## src/rtl/fetch_pc_sequencer.sv

```systemverilog
// fetch_pc_sequencer
// Program-counter / next-PC stage for the single-cycle core. Every cycle it
// presents the fetch address and resolves the next PC. The priority order is
// halt, return, call, jump, taken branch, then sequential. It drives the
// return-address stack directly and tracks call depth, so overflow and
// underflow end in an ERROR state instead of corrupting the stack.
//
// Ports:
//   clk, reset_n            clock (rising edge), async active-low reset
//   start                   begin/restart at START_ADDR (IDLE, HALTED, ERROR)
//   stall                   freeze all state for this cycle
//   halt/ret/call/jump      decoded control-flow flags
//   branch/taken            conditional branch and its resolved condition
//   target_in               jump/branch/call target
//   ret_target              combinational top-of-stack from the RAS
//   prog_ctr                registered fetch address
//   ras_addr                address of the calling instruction (== prog_ctr)
//   ras_call/ras_ret        combinational push/pop strobes to the RAS
//   done                    high in HALTED and ERROR
//   stack_err               sticky overflow/underflow flag
//   instr_count             saturating count of retired RUN cycles
module fetch_pc_sequencer #(
  parameter int D           = 12,
  parameter int STACK_DEPTH = 8,
  parameter int START_ADDR  = 0,
  parameter int CW          = 16
) (
  input  logic          clk,
  input  logic          reset_n,
  input  logic          start,
  input  logic          stall,
  input  logic          halt,
  input  logic          ret,
  input  logic          call,
  input  logic          jump,
  input  logic          branch,
  input  logic          taken,
  input  logic [D-1:0]  target_in,
  input  logic [D-1:0]  ret_target,
  output logic [D-1:0]  prog_ctr,
  output logic [D-1:0]  ras_addr,
  output logic          ras_call,
  output logic          ras_ret,
  output logic          done,
  output logic          stack_err,
  output logic [CW-1:0] instr_count
);

  localparam int DW = $clog2(STACK_DEPTH + 1);

  localparam logic [1:0] ST_IDLE   = 2'd0;
  localparam logic [1:0] ST_RUN    = 2'd1;
  localparam logic [1:0] ST_HALTED = 2'd2;
  localparam logic [1:0] ST_ERROR  = 2'd3;

  logic [1:0]    state, state_nxt;
  logic [D-1:0]  pc_nxt;
  logic [DW-1:0] depth, depth_nxt;
  logic          done_nxt, err_nxt;
  logic [CW-1:0] count_nxt;
  logic          restart;

  // The caller's own address goes to the RAS; the stack adds one when pushing.
  assign ras_addr = prog_ctr;

  // start is honoured in every state except RUN.
  assign restart = start && (state != ST_RUN);

  // Next-state logic. While reset is asserted the state is forced to IDLE,
  // which also keeps both RAS strobes low.
  always_comb begin
    state_nxt = state;
    pc_nxt    = prog_ctr;
    depth_nxt = depth;
    done_nxt  = done;
    err_nxt   = stack_err;
    count_nxt = instr_count;
    ras_call  = 1'b0;
    ras_ret   = 1'b0;

    if (restart) begin
      state_nxt = ST_RUN;
      pc_nxt    = D'(START_ADDR);
      depth_nxt = '0;
      done_nxt  = 1'b0;
      err_nxt   = 1'b0;
      count_nxt = '0;
    end else if (state == ST_RUN && !stall) begin
      if (instr_count != {CW{1'b1}})
        count_nxt = instr_count + CW'(1);

      if (halt) begin
        state_nxt = ST_HALTED;
        done_nxt  = 1'b1;
      end else if (ret) begin
        if (depth != '0) begin
          ras_ret   = 1'b1;
          pc_nxt    = ret_target;
          depth_nxt = depth - DW'(1);
        end else begin
          // Underflow: no pop is issued, so the stack is left untouched.
          state_nxt = ST_ERROR;
          done_nxt  = 1'b1;
          err_nxt   = 1'b1;
        end
      end else if (call) begin
        if (depth < DW'(STACK_DEPTH)) begin
          ras_call  = 1'b1;
          pc_nxt    = target_in;
          depth_nxt = depth + DW'(1);
        end else begin
          // Overflow: no push is issued, so no entry gets overwritten.
          state_nxt = ST_ERROR;
          done_nxt  = 1'b1;
          err_nxt   = 1'b1;
        end
      end else if (jump || (branch && taken)) begin
        pc_nxt = target_in;
      end else begin
        pc_nxt = prog_ctr + D'(1);
      end
    end
  end

  // State registers.
  always_ff @(posedge clk or negedge reset_n) begin
    if (!reset_n) begin
      state       <= ST_IDLE;
      prog_ctr    <= D'(START_ADDR);
      depth       <= '0;
      done        <= 1'b0;
      stack_err   <= 1'b0;
      instr_count <= '0;
    end else begin
      state       <= state_nxt;
      prog_ctr    <= pc_nxt;
      depth       <= depth_nxt;
      done        <= done_nxt;
      stack_err   <= err_nxt;
      instr_count <= count_nxt;
    end
  end

endmodule

```

## config.mk

```make
export PLATFORM = sky130hd
export DESIGN_NAME = fetch_pc_sequencer
export DESIGN_NICKNAME = d
export VERILOG_FILES = /design/src/rtl/fetch_pc_sequencer.sv
export SDC_FILE = /design/constraint.sdc
export NUM_CORES = 1
export LEC_CHECK = 0
export ABC_AREA = 1
export CAP_MARGIN = 5
export CELL_PAD_IN_SITES_DETAIL_PLACEMENT = 0
export CELL_PAD_IN_SITES_GLOBAL_PLACEMENT = 1
export CORE_MARGIN = 3
export CORE_UTILIZATION = 34
export DETAILED_ROUTE_END_ITERATION = 10
export GPL_TIMING_DRIVEN = 0
export PLACE_DENSITY_LB_ADDON = 0.1
export SETUP_SLACK_MARGIN = 0.3
export SKIP_CTS_REPAIR_TIMING = 1
export SLEW_MARGIN = 20
export SYNTH_ARGS = -nofsm -noshare
export SYNTH_HDL_FRONTEND = slang
export SYNTH_SLANG_ARGS = --single-unit
```

## constraint.sdc

```tcl
create_clock -name clk -period 1.6 [get_ports clk]
set_input_delay 0.4 -clock clk [delete_from_list [all_inputs] [get_ports clk]]
set_output_delay 0.4 -clock clk [all_outputs]
set_load 0.05 [all_outputs]
```

==> summary.md, run 1 <==
| Metric | Value |
|---|---|
| Count of cell types in the netlist | 33 |
| Area share of fa/ha/maj cells after synthesis | 2.51% |
| CP max-delay cell | dfrtp_2 |
| Core Box Area | 0.00785 mm2 |
| Clock Tree Root | clkbuf_8 |
| Fmax | 525 MHz |
| Detailed Place HPWL | 5.99 mm |
| Synth Area in XOR/XNOR | 3.45% |
| CTS Buffer Depth | 2 |
| Combinational family with the most area after synthesis | simple AND/OR/NAND/NOR gates |
| Cell Area, Placed | 0.00382 mm2 |
| DR top layer | met4 |
| DIE WIDTH | 96.6 um |
| DIE AREA | 0.00934 mm2 |
| Max-Slew Margin vs Limit | 64.0% |
| Area occupied by multi-input gates | 0.00178 mm2 |
| R2r worst-path depth | 12 |
| Drt wl/cell | 13.7 um |
| Initial antenna violation count | 0 |
| Ranking of synthesized cells by area | dfrtp_1 (31%), nand2_1 (13%), nor2_1 (9.0%) |
| Slew of the pin with the lowest slew margin | 0.535 ns |
| CP arrival | 1.50 ns |
| H-tree Lvls | 2 |
| CP cell instances | inv_2 > nand2_4 > nor2_2 > inv_2 > nor3_4 > buf_6 |
| Failing checks | setup timing |
| Ys flop type | dfrtp_1 |
| Clk sinks | 35 |
| First drt pass iteration count | 4 |
| Mux cell area share after synthesis | 0% |
| Period utilization | 119% |
| Critical path peak fanout | 3 |
| Compound-gate portion of the synthesized area | 10.8% |
| Hold/Removal Path Class | in -> async |
| CTS tree | yes |
| PortBufs | 77 |
| Max-slew violation count | 0 |
| Count leader, synth | nand2_1 |
| Tmin final | 1.90 ns |
| Endpoints failing setup | 37 |
| Initial DRC Count | 78 |
| Vert. Die Dim | 96.6 um |
| Final Cell Area | 0.00475 mm2 |
| Area growth, synth to finish | 70.1% |
| Status | finished, violations left |
| Post-synthesis area per instance | 6.93 um2 |
| Met2 WL post-DR | 4.58 mm |
| Total number of vias | 3041 |
| Clk slew on worst S/H paths | 0.08 ns |
| CP required | 1.20 ns |
| Worst hold slack | 0.505 ns |
| Leakage | 0.00224 uW |
| Via density | 4.71 |
| CP max stage delay | 0.42 ns |
| Nets | 582 |
| Global-route wire length before repair | 13.7 mm |
| Met1 wire length | 3.69 mm |
| Number of flops mapped to enable cells by yosys | 0 |
| # fillers | 715 |
| Crit-path most repeated cell | inv_2 |
| Crit end category | output pin |
| YS warnings | 0 |
| Top cell type's share of synthesized area | 31.4% |
| R2r endpoint | prog_ctr[11] |
| Final hold violations | 0 |
| Simple-gate share of the synthesized area | 39.5% |
| Vias in the first global route | 2841 |
| Final WL | 8.87 mm |
| Initial Utilization | 35.6% |
| FF-to-FF Start | state[0] |
| Grt total ovfl | 0 |
| Post-layout util | 60.5% |
| Clock skew | 0.00367 ns |
| Drc violations | 0 |
| Inserted Clock Buffers | 5 |
| CP delay by family, top | simple AND/OR/NAND/NOR gates |
| Sequential cell area | 911 um2 |
| Post-synth net total | 442 |
| Total Routing Usage GR | 17.6% |
| Num rows | 32 |
| Later-pin clock latency in the skew report | 0.29 ns |
| Antenna viol nets, final | 0 |
| Ant diodes | 0 |
| Largest net degree at the start of global routing | 28 |
| Crit Path Class | reg -> out |
| Met3 wire len | 404 um |
| Buf/Inv on CP | 3 |
| R2r setup slk | -0.27 ns |
| CP Launch Type | flip-flop |
| Power per cell area | 1690 mW/mm2 |
| RSZ-0062 raised after global routing | true |
| Post-synthesis sequential area ratio | 31.4% |
| Post-synthesis async set-or-reset flop share | 100% |
| Max-cap viol count | 0 |
| Post-synthesis cell count | 403 |
| Share of layout cells above drive strength 1 | 44.5% |
| Post-synth top area cell | dfrtp_1 |
| Maximum vdd drop | 0.000821 V |
| IO Count | 78 |
| Post-Syn Area | 0.00279 mm2 |
| Most frequent cells after synthesis | nand2_1 (96), nor2_1 (67), inv_1 (39), dfrtp_1 (35), nand3_1 (25) |
| Final worst setup slack | -0.304 ns |
| Placer Congestion | 0.892 |
| Flip-flop and latch count after synthesis | 35 |
layer usage:
metal / vias to the layer above / GRT usage [%]
li1: 1551 / -
met1: 1401 / 22.5
met2: 73 / 29.5
met3: 16 / 3.68
met4: 0 / 6.05
met5: - / 0
logic make-up (layout without fill, tap and decap cells):
group           count (synthesis)  count (layout)
xor+xnor                       11              11
buf+inv                        66             205
fa+ha+maj                       5               5
compound gates                 48              48
simple gates                  238             240
flops                          35              35
where the power goes:
| part | internal, uW | total [uW] | leakage [uW] | switching [uW] |
|---|---|---|---|---|
| Sequential | 1180 | 1530 | 0.000417 | 352 |
| Clock | 505 | 865 | 0.0000612 | 360 |
| Combinational | 2550 | 5630 | 0.00177 | 3080 |
final cells by class:
class | instances | share of cell area (%)
plain buffers | 20 | 4.71
clock buffers | 6 | 1.74
clock inverters | 2 | 0.737
inverters | 46 | 4.48
multi-input cells | 304 | 37.5
flip-flops and latches | 35 | 19.2
well taps | 102 | 2.69
repair buffers | 131 | 29.0
registers in the layout, indices dropped and copies added (netlist names):
register and count:
instr_count 16, prog_ctr 12, depth 4, done 1
stack_err 1, state 1
worst max path at each step:
| stage | from | to | slack (ns) | depth (start not counted) |
|---|---|---|---|---|
| final | done | ras_ret | -0.30 | 6 |
| after global routing | done | ras_ret | -0.41 | 8 |
| after CTS | ret | ras_ret | -1.27 | 6 |
| after detailed placement | ret | ras_ret | -1.25 | 6 |
| after global placement | ret | ras_ret | -1.26 | 6 |
| after floorplan | done | ras_ret | -0.27 | 7 |
cells in the final DEF (no fill, tap or decap), drive strengths merged:
cell type      count
clkinv             2
nor3               9
a21oi             10
dlymetal6s2s       3
or2                1
fa                 1
xnor2              5
nand4             11
xor2               6
nand2            122
dfrtp             35
bufinv             1
o21ai             34
buf              114
inv               45
nand3             26
o21bai             2
ha                 4
clkbuf            11
clkdlybuf4s50     28
nor2              71
a21boi             2
dlygate4sd3        1
per-stage QoR:
stage	setup TNS, ns	setup WS (ns)	total power [uW]	std cells
global placement	-50.51	-1.26	5600	582
detailed placement	-17.04	-1.25	5620	583
floorplan	-0.642	-0.269	4420	403
global route	-10.79	-0.408	8500	646
CTS	-20.27	-1.27	6510	591
finish	-6.84	-0.304	8030	646
(Power assumes the default switching activity.)
==> run 2: changes to the inputs <==
--- a/config.mk
+++ b/config.mk
@@ -10,7 +10,7 @@
 export CELL_PAD_IN_SITES_DETAIL_PLACEMENT = 0
 export CELL_PAD_IN_SITES_GLOBAL_PLACEMENT = 1
 export CORE_MARGIN = 3
-export CORE_UTILIZATION = 34
+export CORE_UTILIZATION = 37
 export DETAILED_ROUTE_END_ITERATION = 10
 export GPL_TIMING_DRIVEN = 0
 export PLACE_DENSITY_LB_ADDON = 0.1
==> constraint.sdc (replaced) <==
create_clock -name clk -period 2.24 [get_ports clk]
set_input_delay 0.56 -clock clk [delete_from_list [all_inputs] [get_ports clk]]
set_output_delay 0.56 -clock clk [all_outputs]
set_load 0.05 [all_outputs]
==> summary.md, run 2 (synthesis results as in run 1) <==
| Metric | Value |
|---|---|
| IO Count | 78 (unchanged) |
| Period utilization | 93.6% |
| Post-Place Cells | 580 (-0.51%) |
| Hold/Removal Path Class | in -> async |
| Clock skew | 0.00947 ns (+0.00580 ns) |
| Commonest cells after routing, fill and taps aside | nand2_1 (95), nor2_1 (67), dlymetal6s2s_1 (44) |
| Fmax | 477 MHz |
| Placer Congestion | 0.827 (-7.3%) |
| Crit end category | output pin |
| Final WL | 8.00 mm (-9.9%) |
| Detailed Place HPWL | 6.17 mm (+3.0%) |
| Crit Path Class | reg -> out |
| Max-cap viol count | 0 (unchanged) |
| CP required | 1.68 ns (+0.48 ns) |
| Clk sinks | 35 (unchanged) |
| R2r worst-path depth | 11 (-1) |
| Via density | 4.82 (+2.5%) |
| Initial antenna violation count | 0 (unchanged) |
| Antenna viol nets, final | 0 (unchanged) |
| Share of layout cells above drive strength 1 | 20.4% (-24 points) |
| Global-route wire length before repair | 12.9 mm (-5.3%) |
| Drc violations | 0 (unchanged) |
| Core Box Area | 0.00729 mm2 (-7.1%) |
| Grt total ovfl | 0 (unchanged) |
| Vert. Die Dim | 92.9 um (-3.9%) |
| Initial Utilization | 38.3% (+2.7 points) |
| R2r endpoint | done |
| Drt wl/cell | 13.4 um (-2.1%) |
| Clock Tree Root | clkbuf_8 |
| DIE WIDTH | 92.9 um (-3.9%) |
| Num rows | 31 (-3.1%) |
| Endpoints failing setup | 0 (-100%) |
| Slew of the pin with the lowest slew margin | 0.527 ns (-0.00816 ns) |
| Nets | 534 (-8.2%) |
| Max-Slew Margin vs Limit | 64.9% (+0.82 points) |
| Later-pin clock latency in the skew report | 0.29 ns (about the same) |
| Buf/Inv on CP | 3 (unchanged) |
| Final hold violations | 0 (unchanged) |
| Top flop regs | instr_count: 16 flops, prog_ctr: 12 flops, depth: 4 flops |
| FF-to-FF Start | done |
| Total power | 4470 uW (-44%) |
| Ant diodes | 0 (unchanged) |
| Sequential cell area | 877 um2 (-3.7%) |
| # fillers | 759 (+6.2%) |
| Total Routing Usage GR | 18.8% (+1.2 points) |
| Critical path peak fanout | 8 (+5) |
| Clk slew on worst S/H paths | 0.08 ns (about the same) |
| CP Launch Type | flip-flop |
| Crit-path most repeated cell | nand2_4 |
| CTS tree | yes |
| CP max-delay cell | dfrtp_2 |
| Tmin final | 2.10 ns |
| DIE AREA | 0.00863 mm2 (-7.6%) |
| Largest reg by FF count | instr_count |
| Final Non-Filler Cells | 595 (-7.9%) |
| Max-slew violation count | 0 (unchanged) |
| CP cell instances | inv_2 > nand2_4 > nand2_4 > nand2_8 > inv_8 > nand2_2 > nor3_4 > buf_6 |
| Largest net degree at the start of global routing | 19 (-32%) |
| Vias in the first global route | 2655 (-6.5%) |
| Status | completed |
| CTS Buffer Depth | 2 (unchanged) |
| PortBufs | 77 (unchanged) |
| R2r setup slk | 0.46 ns (+0.73 ns) |
| RSZ-0062 raised after global routing | true |
| CP delay by family, top | simple AND/OR/NAND/NOR gates |
| Area growth, synth to finish | 44.0% |
| Power per cell area | 1110 mW/mm2 (-34%) |
| Total number of vias | 2870 (-5.6%) |
| Commonest non-fill, non-tap cell in the layout | nand2_1 |
| CP max stage delay | 0.41 ns (about the same) |
| CP arrival | 1.54 ns (+0.04 ns) |
| Initial DRC Count | 91 (+17%) |
| CP startpoint | done |
| First drt pass iteration count | 4 (unchanged) |
| H-tree Lvls | 2 (unchanged) |
| Number of flip-flops in the largest register | 16 (unchanged) |
| Inserted Clock Buffers | 5 (unchanged) |
| Leakage | 0.00240 uW (+6.9%) |
| Maximum vdd drop | 0.000571 V (-30%) |
| Area occupied by multi-input gates | 0.00162 mm2 (-9.0%) |
-- run 2: changes by cell type in the layout (fill, tap and decap cells not counted), moves of 6 or more --
cell | previous run | this run
dlymetal6s2s_1 | 3 | 44
buf_4 | 51 | 19
buf_8 | 28 | 0
dfrtp_1 | 7 | 34
dfrtp_2 | 28 | 1
buf_6 | 29 | 4
nor2_1 | 59 | 67
nor2_2 | 8 | 1
o21ai_0 | 12 | 18
-- run 2: worst register-to-register path: stages (launching register included) --
cell and delay [ns]:
dfrtp_2 0.41, inv_2 0.07, nand2_4 0.06, nand2_4 0.12, buf_6 0.17, nand2_4 0.10, inv_1 0.23, o21ai_0 0.18
nand3_1 0.13, nand2_1 0.06, nor2_1 0.08, nor2_1 0.05
-- run 2: worst max-delay path by stage --
| stage | to | slack (ns) | cells after the start |
|---|---|---|---|
| final | ras_ret | 0.14 | 8 |
| after global routing | ras_ret | 0.03 | 8 |
| after CTS | ras_ret | -0.95 | 6 |
| after global placement | ras_ret | -0.95 | 6 |
| after detailed placement | ras_ret | -0.94 | 6 |
| after floorplan | ras_ret | 0.21 | 7 |
-- run 2: final cells by class --
type | count | area share, %
Sequential cell | 35 | 21.8
Buffer | 20 | 4.26
Clock buffer | 8 | 2.49
Inverter | 46 | 4.54
Tap cell | 99 | 3.08
Timing Repair Buffer | 85 | 23.5
Multi-Input combinational cell | 302 | 40.3
-- run 2: layer usage --
| metal | wire [um] | global-route usage, % | vias up | part of all wire, % |
|---|---|---|---|---|
| met4 | 53 | 3.66 | 0 | 0.66 |
| met1 | 3840 | 26.5 | 1351 | 48 |
| li1 | - | - | 1453 | - |
| met5 | 0 | 0 | - | 0 |
| met2 | 3770 | 30.4 | 62 | 47 |
| met3 | 333 | 3.01 | 4 | 4.2 |
-- run 2: stage by stage --
stage	hold WS, ns	setup slack [ns]	area [um2]	TNS (ns)	util [%]
2_1_floorplan	0.264	0.211	2830	0	-
3_3_place_gp	0.501	-0.954	3720	-13.55	51.0
6_report	0.219	0.144	4020	0	55.1
3_5_place_dp	0.514	-0.940	3740	-2.81	51.3
5_1_grt	0.248	0.0302	4020	0	55.1
4_1_cts	0.234	-0.955	3840	-2.11	52.7
-- run 2: report_power, final --
group	total (uW)	switching, uW	internal, uW	leakage (uW)
combinational	2880	1860	1020	0.00189
clock	516	235	281	0.0000515
sequential	1070	251	817	0.000454
